`src/rtl/ex_mem_pipe_pkg.sv`:
```
// Shared types for the EX->MEM pipeline stage: the carried entry record,
// the default destination-register width and the skid-buffer state encoding.
package ex_mem_pipe_pkg;

    // Default destination-register index width. The entry record carries
    // exactly this many Rd bits, so RD_W on the stage must not exceed it.
    localparam int EXMEM_RD_W = 5;

    // Everything the execute stage hands to memaccess, kept as one record.
    typedef struct packed {
        logic [31:0]           ALU_result;
        logic [31:0]           Rdata2;
        logic [31:0]           PC;
        logic [31:0]           imm32;
        logic [31:0]           jump_target_PC;
        logic [EXMEM_RD_W-1:0] Rd;
        logic                  jump_flag;
        logic                  branch_op;
        logic                  mem_rd;
        logic                  mem_wr;
        logic                  reg_wr;
    } entry_t;

    // Occupancy of the two-entry skid buffer.
    typedef enum logic [1:0] {
        EMPTY = 2'd0,
        ONE   = 2'd1,
        FULL  = 2'd2
    } skid_state_e;

    // A jump always redirects; a branch redirects when the ALU flags it.
    function automatic logic is_taken(entry_t e);
        return e.jump_flag | (e.branch_op & e.ALU_result[0]);
    endfunction

endpackage

```
`src/rtl/ex_mem_pipe_if.sv`:
```
// Handshake and payload bundle between execute, the EX->MEM stage and memaccess.
// master: the surrounding pipeline (execute producer + memaccess consumer).
// slave : the EX->MEM stage itself.
interface ex_mem_pipe_if #(
    parameter int RD_W = ex_mem_pipe_pkg::EXMEM_RD_W
);
    // execute side
    logic            in_valid;
    logic            in_ready;
    logic [31:0]     ALU_result;
    logic [31:0]     Rdata2;
    logic [31:0]     PC;
    logic [31:0]     imm32;
    logic [31:0]     jump_target_PC;
    logic [RD_W-1:0] Rd;
    logic            jump_flag;
    logic            branch_op;
    logic            mem_rd;
    logic            mem_wr;
    logic            reg_wr;
    logic            flush;

    // memaccess side
    logic            out_valid;
    logic            out_ready;
    logic [31:0]     out_ALU_result;
    logic [31:0]     out_Rdata2;
    logic [31:0]     out_PC;
    logic [31:0]     out_imm32;
    logic [31:0]     out_jump_target_PC;
    logic [RD_W-1:0] out_Rd;
    logic            out_jump_flag;
    logic            out_branch_op;
    logic            out_mem_rd;
    logic            out_mem_wr;
    logic            out_reg_wr;

    // fetch redirect
    logic            redirect_valid;
    logic [31:0]     redirect_PC;

    modport master (
        output in_valid, ALU_result, Rdata2, PC, imm32, jump_target_PC, Rd,
               jump_flag, branch_op, mem_rd, mem_wr, reg_wr, flush, out_ready,
        input  in_ready, out_valid, out_ALU_result, out_Rdata2, out_PC, out_imm32,
               out_jump_target_PC, out_Rd, out_jump_flag, out_branch_op,
               out_mem_rd, out_mem_wr, out_reg_wr, redirect_valid, redirect_PC
    );

    modport slave (
        input  in_valid, ALU_result, Rdata2, PC, imm32, jump_target_PC, Rd,
               jump_flag, branch_op, mem_rd, mem_wr, reg_wr, flush, out_ready,
        output in_ready, out_valid, out_ALU_result, out_Rdata2, out_PC, out_imm32,
               out_jump_target_PC, out_Rd, out_jump_flag, out_branch_op,
               out_mem_rd, out_mem_wr, out_reg_wr, redirect_valid, redirect_PC
    );

endinterface

```
`src/rtl/ex_mem_pipe_slot.sv`:
```
// exmem_slot: one entry-wide payload register with a load enable.
// Cleared by reset so the payload reads as zero while the stage is held in reset.
module exmem_slot
    import ex_mem_pipe_pkg::*;
(
    input  logic   clk,
    input  logic   rst_n,
    input  logic   ld_i,
    input  entry_t d_i,
    output entry_t q_o
);

    entry_t data_q;

    // Capture a new entry only when loaded; otherwise hold.
    always_ff @(posedge clk or negedge rst_n) begin
        if (!rst_n) begin
            data_q <= '0;
        end else if (ld_i) begin
            data_q <= d_i;
        end
    end

    assign q_o = data_q;

endmodule

```
`src/rtl/ex_mem_pipe.sv`:
```
// ex_mem_pipe: EX->MEM pipeline stage with valid/ready flow control and a
// one-cycle fetch-redirect pulse for taken jumps/branches.
// Build option EXMEM_SKID_EN: two-entry skid buffer with a registered in_ready.
// Without it a single register is used and in_ready is combinational
// (~out_valid | out_ready), which still sustains one entry per cycle.
module ex_mem_pipe
    import ex_mem_pipe_pkg::*;
#(
    parameter int RD_W = EXMEM_RD_W
) (
    input  logic         clk,
    input  logic         rst_n,
    ex_mem_pipe_if.slave bus
);

    entry_t      in_ent;
    entry_t      head;
    logic        in_rdy;
    logic        out_vld;
    logic        accept;
    logic        pop;
    logic        redir_vld_q, redir_vld_d;
    logic [31:0] redir_pc_q, redir_pc_d;

    // Pack the execute outputs into one record.
    always_comb begin
        in_ent                = '0;
        in_ent.ALU_result     = bus.ALU_result;
        in_ent.Rdata2         = bus.Rdata2;
        in_ent.PC             = bus.PC;
        in_ent.imm32          = bus.imm32;
        in_ent.jump_target_PC = bus.jump_target_PC;
        in_ent.Rd             = EXMEM_RD_W'(bus.Rd);
        in_ent.jump_flag      = bus.jump_flag;
        in_ent.branch_op      = bus.branch_op;
        in_ent.mem_rd         = bus.mem_rd;
        in_ent.mem_wr         = bus.mem_wr;
        in_ent.reg_wr         = bus.reg_wr;
    end

    assign accept = bus.in_valid & in_rdy;
    assign pop    = out_vld & bus.out_ready;

    // A taken entry accepted this cycle raises redirect next cycle unless a
    // flush kills it; the target is held between pulses.
    always_comb begin
        redir_vld_d = accept & is_taken(in_ent) & ~bus.flush;
        redir_pc_d  = redir_vld_d ? in_ent.jump_target_PC : redir_pc_q;
    end

    // Redirect pulse and target registers.
    always_ff @(posedge clk or negedge rst_n) begin
        if (!rst_n) begin
            redir_vld_q <= 1'b0;
            redir_pc_q  <= '0;
        end else begin
            redir_vld_q <= redir_vld_d;
            redir_pc_q  <= redir_pc_d;
        end
    end

`ifdef EXMEM_SKID_EN

    skid_state_e state_q, state_d;
    entry_t      tail;
    entry_t      head_d;
    logic        ld_head;
    logic        ld_tail;

    // Occupancy register.
    always_ff @(posedge clk or negedge rst_n) begin
        if (!rst_n) begin
            state_q <= EMPTY;
        end else begin
            state_q <= state_d;
        end
    end

    // Next occupancy and slot steering. The head slot always feeds memaccess;
    // the tail only fills when the head is stalled, and moves up on pop.
    always_comb begin
        state_d = state_q;
        ld_head = 1'b0;
        ld_tail = 1'b0;
        head_d  = in_ent;
        unique case (state_q)
            EMPTY: begin
                if (accept) begin
                    state_d = ONE;
                    ld_head = 1'b1;
                end
            end
            ONE: begin
                if (accept && pop) begin
                    ld_head = 1'b1;
                end else if (accept) begin
                    state_d = FULL;
                    ld_tail = 1'b1;
                end else if (pop) begin
                    state_d = EMPTY;
                end
            end
            FULL: begin
                if (pop) begin
                    state_d = ONE;
                    ld_head = 1'b1;
                    head_d  = tail;
                end
            end
            default: state_d = EMPTY;
        endcase
        // Flush wins over any same-cycle accept; slot contents become don't-care.
        if (bus.flush) begin
            state_d = EMPTY;
        end
    end

    exmem_slot u_head (
        .clk   (clk),
        .rst_n (rst_n),
        .ld_i  (ld_head),
        .d_i   (head_d),
        .q_o   (head)
    );

    exmem_slot u_tail (
        .clk   (clk),
        .rst_n (rst_n),
        .ld_i  (ld_tail),
        .d_i   (in_ent),
        .q_o   (tail)
    );

    assign out_vld = (state_q != EMPTY);
    assign in_rdy  = (state_q != FULL);

`else

    logic valid_q, valid_d;

    // Single-entry occupancy: flush beats accept, accept beats pop.
    always_comb begin
        valid_d = valid_q;
        if (bus.flush) begin
            valid_d = 1'b0;
        end else if (accept) begin
            valid_d = 1'b1;
        end else if (pop) begin
            valid_d = 1'b0;
        end
    end

    // Occupancy register.
    always_ff @(posedge clk or negedge rst_n) begin
        if (!rst_n) begin
            valid_q <= 1'b0;
        end else begin
            valid_q <= valid_d;
        end
    end

    exmem_slot u_head (
        .clk   (clk),
        .rst_n (rst_n),
        .ld_i  (accept),
        .d_i   (in_ent),
        .q_o   (head)
    );

    assign out_vld = valid_q;
    assign in_rdy  = ~valid_q | bus.out_ready;

`endif

    assign bus.in_ready           = in_rdy;
    assign bus.out_valid          = out_vld;
    assign bus.out_ALU_result     = head.ALU_result;
    assign bus.out_Rdata2         = head.Rdata2;
    assign bus.out_PC             = head.PC;
    assign bus.out_imm32          = head.imm32;
    assign bus.out_jump_target_PC = head.jump_target_PC;
    assign bus.out_Rd             = RD_W'(head.Rd);
    assign bus.out_jump_flag      = head.jump_flag;
    assign bus.out_branch_op      = head.branch_op;
    assign bus.out_mem_rd         = head.mem_rd;
    assign bus.out_mem_wr         = head.mem_wr;
    assign bus.out_reg_wr         = head.reg_wr;
    assign bus.redirect_valid     = redir_vld_q;
    assign bus.redirect_PC        = redir_pc_q;

endmodule
```
`src/flat_wrapper.sv`:
```
// flat-port wrapper written by rule: the top's interface ports become plain ports
module ex_mem_pipe_flat import ex_mem_pipe_pkg::*;
#(
    parameter int RD_W = EXMEM_RD_W
)
  (clk, rst_n, bus_in_valid, bus_ALU_result, bus_Rdata2, bus_PC, bus_imm32, bus_jump_target_PC, bus_Rd, bus_jump_flag, bus_branch_op, bus_mem_rd, bus_mem_wr, bus_reg_wr, bus_flush, bus_out_ready, bus_in_ready, bus_out_valid, bus_out_ALU_result, bus_out_Rdata2, bus_out_PC, bus_out_imm32, bus_out_jump_target_PC, bus_out_Rd, bus_out_jump_flag, bus_out_branch_op, bus_out_mem_rd, bus_out_mem_wr, bus_out_reg_wr, bus_redirect_valid, bus_redirect_PC);
  ex_mem_pipe_if #(.RD_W(RD_W)) bus_i ();
  input  logic clk;
  input  logic rst_n;
  input wire logic [$bits(bus_i.in_valid)-1:0] bus_in_valid;
  input wire logic [$bits(bus_i.ALU_result)-1:0] bus_ALU_result;
  input wire logic [$bits(bus_i.Rdata2)-1:0] bus_Rdata2;
  input wire logic [$bits(bus_i.PC)-1:0] bus_PC;
  input wire logic [$bits(bus_i.imm32)-1:0] bus_imm32;
  input wire logic [$bits(bus_i.jump_target_PC)-1:0] bus_jump_target_PC;
  input wire logic [$bits(bus_i.Rd)-1:0] bus_Rd;
  input wire logic [$bits(bus_i.jump_flag)-1:0] bus_jump_flag;
  input wire logic [$bits(bus_i.branch_op)-1:0] bus_branch_op;
  input wire logic [$bits(bus_i.mem_rd)-1:0] bus_mem_rd;
  input wire logic [$bits(bus_i.mem_wr)-1:0] bus_mem_wr;
  input wire logic [$bits(bus_i.reg_wr)-1:0] bus_reg_wr;
  input wire logic [$bits(bus_i.flush)-1:0] bus_flush;
  input wire logic [$bits(bus_i.out_ready)-1:0] bus_out_ready;
  output wire logic [$bits(bus_i.in_ready)-1:0] bus_in_ready;
  output wire logic [$bits(bus_i.out_valid)-1:0] bus_out_valid;
  output wire logic [$bits(bus_i.out_ALU_result)-1:0] bus_out_ALU_result;
  output wire logic [$bits(bus_i.out_Rdata2)-1:0] bus_out_Rdata2;
  output wire logic [$bits(bus_i.out_PC)-1:0] bus_out_PC;
  output wire logic [$bits(bus_i.out_imm32)-1:0] bus_out_imm32;
  output wire logic [$bits(bus_i.out_jump_target_PC)-1:0] bus_out_jump_target_PC;
  output wire logic [$bits(bus_i.out_Rd)-1:0] bus_out_Rd;
  output wire logic [$bits(bus_i.out_jump_flag)-1:0] bus_out_jump_flag;
  output wire logic [$bits(bus_i.out_branch_op)-1:0] bus_out_branch_op;
  output wire logic [$bits(bus_i.out_mem_rd)-1:0] bus_out_mem_rd;
  output wire logic [$bits(bus_i.out_mem_wr)-1:0] bus_out_mem_wr;
  output wire logic [$bits(bus_i.out_reg_wr)-1:0] bus_out_reg_wr;
  output wire logic [$bits(bus_i.redirect_valid)-1:0] bus_redirect_valid;
  output wire logic [$bits(bus_i.redirect_PC)-1:0] bus_redirect_PC;
  assign bus_i.in_valid = bus_in_valid;
  assign bus_i.ALU_result = bus_ALU_result;
  assign bus_i.Rdata2 = bus_Rdata2;
  assign bus_i.PC = bus_PC;
  assign bus_i.imm32 = bus_imm32;
  assign bus_i.jump_target_PC = bus_jump_target_PC;
  assign bus_i.Rd = bus_Rd;
  assign bus_i.jump_flag = bus_jump_flag;
  assign bus_i.branch_op = bus_branch_op;
  assign bus_i.mem_rd = bus_mem_rd;
  assign bus_i.mem_wr = bus_mem_wr;
  assign bus_i.reg_wr = bus_reg_wr;
  assign bus_i.flush = bus_flush;
  assign bus_i.out_ready = bus_out_ready;
  assign bus_in_ready = bus_i.in_ready;
  assign bus_out_valid = bus_i.out_valid;
  assign bus_out_ALU_result = bus_i.out_ALU_result;
  assign bus_out_Rdata2 = bus_i.out_Rdata2;
  assign bus_out_PC = bus_i.out_PC;
  assign bus_out_imm32 = bus_i.out_imm32;
  assign bus_out_jump_target_PC = bus_i.out_jump_target_PC;
  assign bus_out_Rd = bus_i.out_Rd;
  assign bus_out_jump_flag = bus_i.out_jump_flag;
  assign bus_out_branch_op = bus_i.out_branch_op;
  assign bus_out_mem_rd = bus_i.out_mem_rd;
  assign bus_out_mem_wr = bus_i.out_mem_wr;
  assign bus_out_reg_wr = bus_i.out_reg_wr;
  assign bus_redirect_valid = bus_i.redirect_valid;
  assign bus_redirect_PC = bus_i.redirect_PC;
  ex_mem_pipe #(.RD_W(RD_W)) u_core (.clk(clk), .rst_n(rst_n), .bus(bus_i));
endmodule
```
`config.mk`:
```
export PLATFORM = sky130hd
export DESIGN_NAME = ex_mem_pipe_flat
export DESIGN_NICKNAME = d
export VERILOG_FILES = /design/src/rtl/ex_mem_pipe_pkg.sv /design/src/rtl/ex_mem_pipe_if.sv /design/src/rtl/ex_mem_pipe_slot.sv /design/src/rtl/ex_mem_pipe.sv /design/src/flat_wrapper.sv
export SDC_FILE = /design/constraint.sdc
export NUM_CORES = 1
export LEC_CHECK = 0
export BUFFER_PORTS_ARGS = -buffer_cell sky130_fd_sc_hd__clkbuf_2
export CAP_MARGIN = 25
export CORE_AREA = 2 2 148 150
export DETAILED_ROUTE_END_ITERATION = 8
export DIE_AREA = 0 0 150 152
export HOLD_SLACK_MARGIN = 0.06
export PLACE_DENSITY = 0.71
export SLEW_MARGIN = 20
export SYNTH_ARGS = -nofsm -noshare
export SYNTH_HDL_FRONTEND = slang
export SYNTH_SLANG_ARGS = --single-unit
export TNS_END_PERCENT = 30
```
`constraint.sdc`:
```
create_clock -name clk -period 1.7 [get_ports clk]
set_clock_uncertainty 0.2 [all_clocks]
set_input_delay 0.085 -clock clk [delete_from_list [all_inputs] [get_ports clk]]
set_output_delay 0.085 -clock clk [all_outputs]
set_load 0.005 [all_outputs]
```
; ---- Word-level counts from Yosys, hierarchy flattened
; Cells that the tools add are included.
[word_totals]
output_inout_bits = 205
in_bits = 175
word_cells = 27
reg_bits = 204
[op_classes]
n_bitwise = 9
n_reduce_logical = 1
mux = 3
[ops]
columns = op, count
row1 = $and 1x1->1, 5
row2 = $mux 1, 3
row3 = $reduce_bool 3->1, 1
row4 = $not 1->1, 2
row5 = $or 1x1->1, 2

; ---- Depth between registers and ports, before layout
[depth]
ltp_word = 5
depth_mapped = 6
ltp_nobuf = 4

; ---- Cells and area by module
; Synthesis repeated with hierarchy kept, for this count alone.
[hier_totals]
hier_cells = 435
hier_area_um2 = 8018.9
[modules_own_cells]
columns = module, cells_each, instances, seq_area_each_um2, area_each_um2
row1 = exmem_slot, 359, 1, 4254.1, 6713.9
row2 = ex_mem_pipe, 76, 1, 850.8, 1305.0

; ---- Worst setup path before layout
; No wires, ideal clock.
[synth_path]
kind = register to register
startpoint = reg u_core.valid_q (netlist: u_core.bus.out_valid)
endpoint = reg u_core.redir_pc_q[10] (netlist: u_core.bus.redirect_PC[10])
stages_incl_launch_ff = 5
path_buffers = 1
required_ps = 1375
synth_period_minus_slack_ps = 1783
setup_ps = 125
t_arrival_ps = 1458
setup_slack_ps = -83
path_cell_list = dfrtp_1 -> nor2b_4 -> nor4b_4 -> buf_6 -> mux2_2
[synth_between]
elab_chain_len = 5
[synth_lines]
columns = item, line_no
row1 = start: declaration, ex_mem_pipe.sv:139  ; logic valid_q, valid_d;
row2 = start signal: assignment, ex_mem_pipe.sv:158  ; valid_q <= valid_d;
row3 = $not 1->1, ex_mem_pipe.sv:171  ; assign in_rdy = ~valid_q | bus.out_ready;
row4 = $or 1x1->1, ex_mem_pipe.sv:171
row5 = $and 1x1->1, ex_mem_pipe.sv:41  ; assign accept = bus.in_valid & in_rdy;
row6 = $and 1x1->1 (2 in a row), ex_mem_pipe.sv:47  ; redir_vld_d = accept & is_taken(in_ent) & ~bus.flush;
row7 = end signal: assignment, ex_mem_pipe.sv:58  ; redir_pc_q <= redir_pc_d;
row8 = end: declaration, ex_mem_pipe.sv:23  ; logic [31:0] redir_pc_q, redir_pc_d;
; No other way between the ends.
; A chain may end at the register's enable or synchronous reset.

; ---- Final worst setup path
[layout_path]
startpoint = reg u_core.valid_q (netlist: u_core.bus.out_valid)
endpoint = reg u_core.redir_pc_q[13] (netlist: u_core.bus.redirect_PC[13])
; The elaborated chain is that of the path after synthesis.

==> reports/metrics.sh <==
TRITONCTS.NUM_BUFFERS=22
SYN_NETS=609
CLOCKPOWERSHARE=0.349
SYNTHADDERAREAFRAC=0
LAYOUT.CELLS.NON_FILLER=1315
HOLD_VIOL_FINAL=0
ANTENNA_FOUND_INITIAL=0
CELLS_ALONG_THE_CRITICAL_PATH='nor2b_4 > nor4b_4 > buf_6 > buf_6 > mux2_2'
CTS_TREE='built'
SYN-INSTANCE-COUNT=434
WORST-ENDPOINT-ARRIVAL_NS=1.98
VIAS_PER_CELL=4.62
RRSETUPSLACK_NS=-0.10
DRCVIOLATIONCOUNT=0
MAX-CAP-VIOLATIONS=0
DOMINANT_COMBINATIONAL_CELL_FAMILY_BY_AREA_AFTER_SYNTHESIS='multiplexers'
SYNTHESIS.AREA_UM2=7590
POSTSYNTHREGISTERBITS=204
MOSTFREQUENTLAYOUTCELL='sky130_fd_sc_hd__clkbuf_2'
START_UTIL=0.356
GRT_START_MAX_NET_PINS=44
DETAILEDROUTE.FIRSTPASSITERATIONCOUNT=4
COREAREA_UM2=21400
REG_POWER_FRAC=0.452
NETLIST-CELL-TYPE-COUNT=12
GLOBAL_ROUTE.OVERFLOW_TOTAL=0
CHIP_WIDTH_UM=150
PLACEDCELLCOUNT=1092
SETUP.WORST_PATH.START='u_core.bus.out_valid'
CRITICALPATHCATEGORY='flop to flop'
WORST_SETUP_PATH_ENDPOINT='u_core.bus.redirect_PC[13]'
CRIT_CELLS=5
CRITICAL-PATH-SLOWEST-CELL='sky130_fd_sc_hd__dfrtp_1'
DR_TOTAL_VIAS=6078
TIMING.FINAL.SETUP_VIOLATIONS=135
TIMING.HOLD.WORST.CLASS='input port to flop'
GRT_PASS1_WL_UM=36000
CLKSLEWWORSTSETUPHOLDPATHS_NS=0.06
TOTAL_POWER_W=0.0131
POST_DRT_WL_PER_CELL_UM=18.5
FINISH.NET_COUNT=1198
SYN2LAYOUT_AREA_GROWTH_PCT=67.1
INSERTEDDIODECOUNT=0
WORST_SKEW_PAIR_LATENCY_NS=0.49
MEASURED_SLEW_AT_THE_WORST_SLEW_CHECK_PIN_NS=0.419
CRIT_PATH_FREQUENT_CELL='sky130_fd_sc_hd__buf_6'
POWER_DENSITY_nW_PER_UM2=1030
PATH_DELAY_FAMILY='simple AND/OR/NAND/NOR gates'
WORST-PATH-MAX-FANOUT=8
FLOORPLAN.DIE_AREA_UM2=22800
SYNTH_SIMPLE_GATE_AREA_FRAC=0.00676
FF2FF_PATH_DEPTH=5
CLOCK_TREE.BUFFER_DEPTH=3
WORST-PATH-BUF-INV=2
SYNTH_COMPOUND_GATE_AREA_SHARE=0.000659
CRITPATHREQUIREDTIME_NS=1.88
HTREE_NUM_LEVELS=1
STARTPOINT_OF_THE_WORST_REGISTER_TO_REGISTER_PATH='u_core.bus.out_valid'
INITIALDRTVIOLATIONCOUNT=205
POWER.NET_SWITCHING_W=0.00328
DRT.ANTENNA.VIOLATING_NETS=0
FIN_CRIT_NS=1.80
STATUS='finished with violations'
DRIVE_GT1_FRAC=0.614
PLACE_HPWL_UM=14500
CRITICAL_PATH.ENDPOINT_TYPE='flop'
WORST_SLEW_MARGIN_REL=0.720
NUM_ROWS=54
PLACE.PORT_BUFFERS=379
IO-PIN-COUNT=380
FINAL_MIN_PERIOD_OVER_CLOCK_PERIOD=1.06
CLOCK_SINK_COUNT=204
FINAL.SETUP.WORST_SLACK_NS=-0.103
POST_SYNTH_MUX_AREA_SHARE=0.300
GRTUSAGETOTAL=0.199
CLOCKROOTBUFFER='sky130_fd_sc_hd__clkbuf_16'
SYNTH.YOSYS.WARNINGS=0
POSTSYNTHAREAPERCELL_UM2=17.5
VIAS_IN_THE_FIRST_GLOBAL_ROUTE=6672
GRT_SETUP_UNREPAIRED='true'
CELL_INTERNAL_PWR_W=0.00977
SLEW_VIOL_FINAL=0
VIOLATIONS='negative setup slack'
SYNTH-SEQ-AREA-SHARE=0.672
ACHIEVABLE-FREQUENCY_MHz=555
CRITICAL_PATH.REG2REG.ENDPOINT='u_core.bus.redirect_PC[13]'
MOST-COMMON-LAYOUT-CELLS='sky130_fd_sc_hd__clkbuf_2 (378), sky130_fd_sc_hd__dfrtp_1 (204), sky130_fd_sc_hd__mux2_2 (178)'
VDD_IR_DROP_MAX_uV=711
SETUP.WORST_PATH.START_CLASS='flop'
CRITICAL_PATH.MAX_STAGE_DELAY_NS=0.38
FINAL_CORE_UTILIZATION=0.594
FINALWIRELENGTH_UM=24300
SYNTH_XOR_XNOR_AREA_SHARE=0
PLACE_CONGESTION=0.781
FP.DIEH_UM=152
P_LEAK_nW=6.16
SWITCHING_SHARE=0.252
COMB_POWER_SHARE=0.199
-- worst min path at each step --
stage | start | cells past startpoint | slack [ns] | end
after global routing | bus_ALU_result[11] | 3 | 0.15 | u_core.u_head.q_o[149]
after CTS | bus_imm32[15] | 3 | 0.12 | u_core.u_head.q_o[57]
after global placement | rst_n | 1 | -0.14 | u_core.u_head.q_o[19]
after detailed placement | rst_n | 1 | -0.13 | u_core.u_head.q_o[19]
final | bus_imm32[20] | 3 | 0.15 | u_core.u_head.q_o[62]
after floorplan | rst_n | 0 | -0.41 | u_core.bus.out_valid
-- metal layers --
layer / part of all wire / vias to the layer above / global-route usage
li1: - / 2715 / -
met4: 0.045 / 0 / 0.0957
met2: 0.51 / 290 / 0.359
met5: 0 / - / 0
met3: 0.081 / 83 / 0.0517
met1: 0.36 / 2990 / 0.214
-- tightest hold or removal path, cell delays in order --
cell,delay [ns]
sky130_fd_sc_hd__dlygate4sd3_1,0.53
sky130_fd_sc_hd__clkbuf_2,0.10
sky130_fd_sc_hd__mux2_1,0.10
-- per-stage QoR --
step | cell area (µm²) | setup WS [ns] | TNS, ns | hold slack (ns)
detailed placement | 9960 | -0.0695 | -3.08 | -0.135
CTS | 12400 | -0.0865 | -3.81 | 0.122
global placement | 9960 | -0.0437 | -1.41 | -0.143
floorplan | 7590 | -0.0833 | -2.38 | -0.411
finish | 12700 | -0.103 | -5.35 | 0.153
global route | 12700 | -0.171 | -18.04 | 0.152
-- area by class of cell --
| type | instances | area [µm²] |
|---|---|---|
| Sequential cell | 204 | 5100 |
| Clock buffer | 34 | 667 |
| Multi-Input combinational cell | 210 | 2430 |
| Inverter | 1 | 3.75 |
| Clock inverter | 2 | 12.5 |
| Timing Repair Buffer | 584 | 4120 |
| Tap cell | 280 | 350 |
| Fill cell | 1609 | 8660 |
-- sequential cells by signal, indices dropped and copies added (netlist names) --
signal                     flops
u_core.bus.redirect_PC        32
u_core.u_head.q_o            170
u_core.bus.out_valid           1
u_core.bus.redirect_valid      1
-- synthesized netlist by cell type, drive strengths merged --
cell,count,share of area
a21oi,1,0.00066
buf,21,0.020
dfrtp,204,0.67
inv,1,0.00049
mux2,202,0.30
nand2,1,0.00082
nor2,2,0.00099
nor2b,1,0.0018
nor4b,1,0.0031
-- cell families (layout without fill, tap and decap cells) --
group                  count (synthesis)  after routing
AO/OA/AOI/OAI                          1              1
flip-flops                           204            204
buffers and inverters                 22            621
AND/OR/NAND/NOR                        5              7
multiplexers                         202            202
-- power groups by stage --
stage	Combinational [W]	Clock, W	Sequential, W
3_5_place_dp	0.00211	0	0.00594
4_1_cts	0.00245	0.00465	0.00587
5_1_grt	0.00280	0.00485	0.00598
2_1_floorplan	0.000797	0	0.00599
3_3_place_gp	0.00208	0	0.00592
6_report	0.00260	0.00456	0.00590
-- timing repair --
action | CTS | global route
pin swaps | 1 | 2
resized for setup | 1 | 19
endpoints found under the hold margin | 408 | 0
buffers inserted | 0 | 2
hold buffers | 176 | 0
cloned | 0 | 9
setup endpoints to repair | 104 | 194
Note: power is estimated with default switching activity, not from simulation.
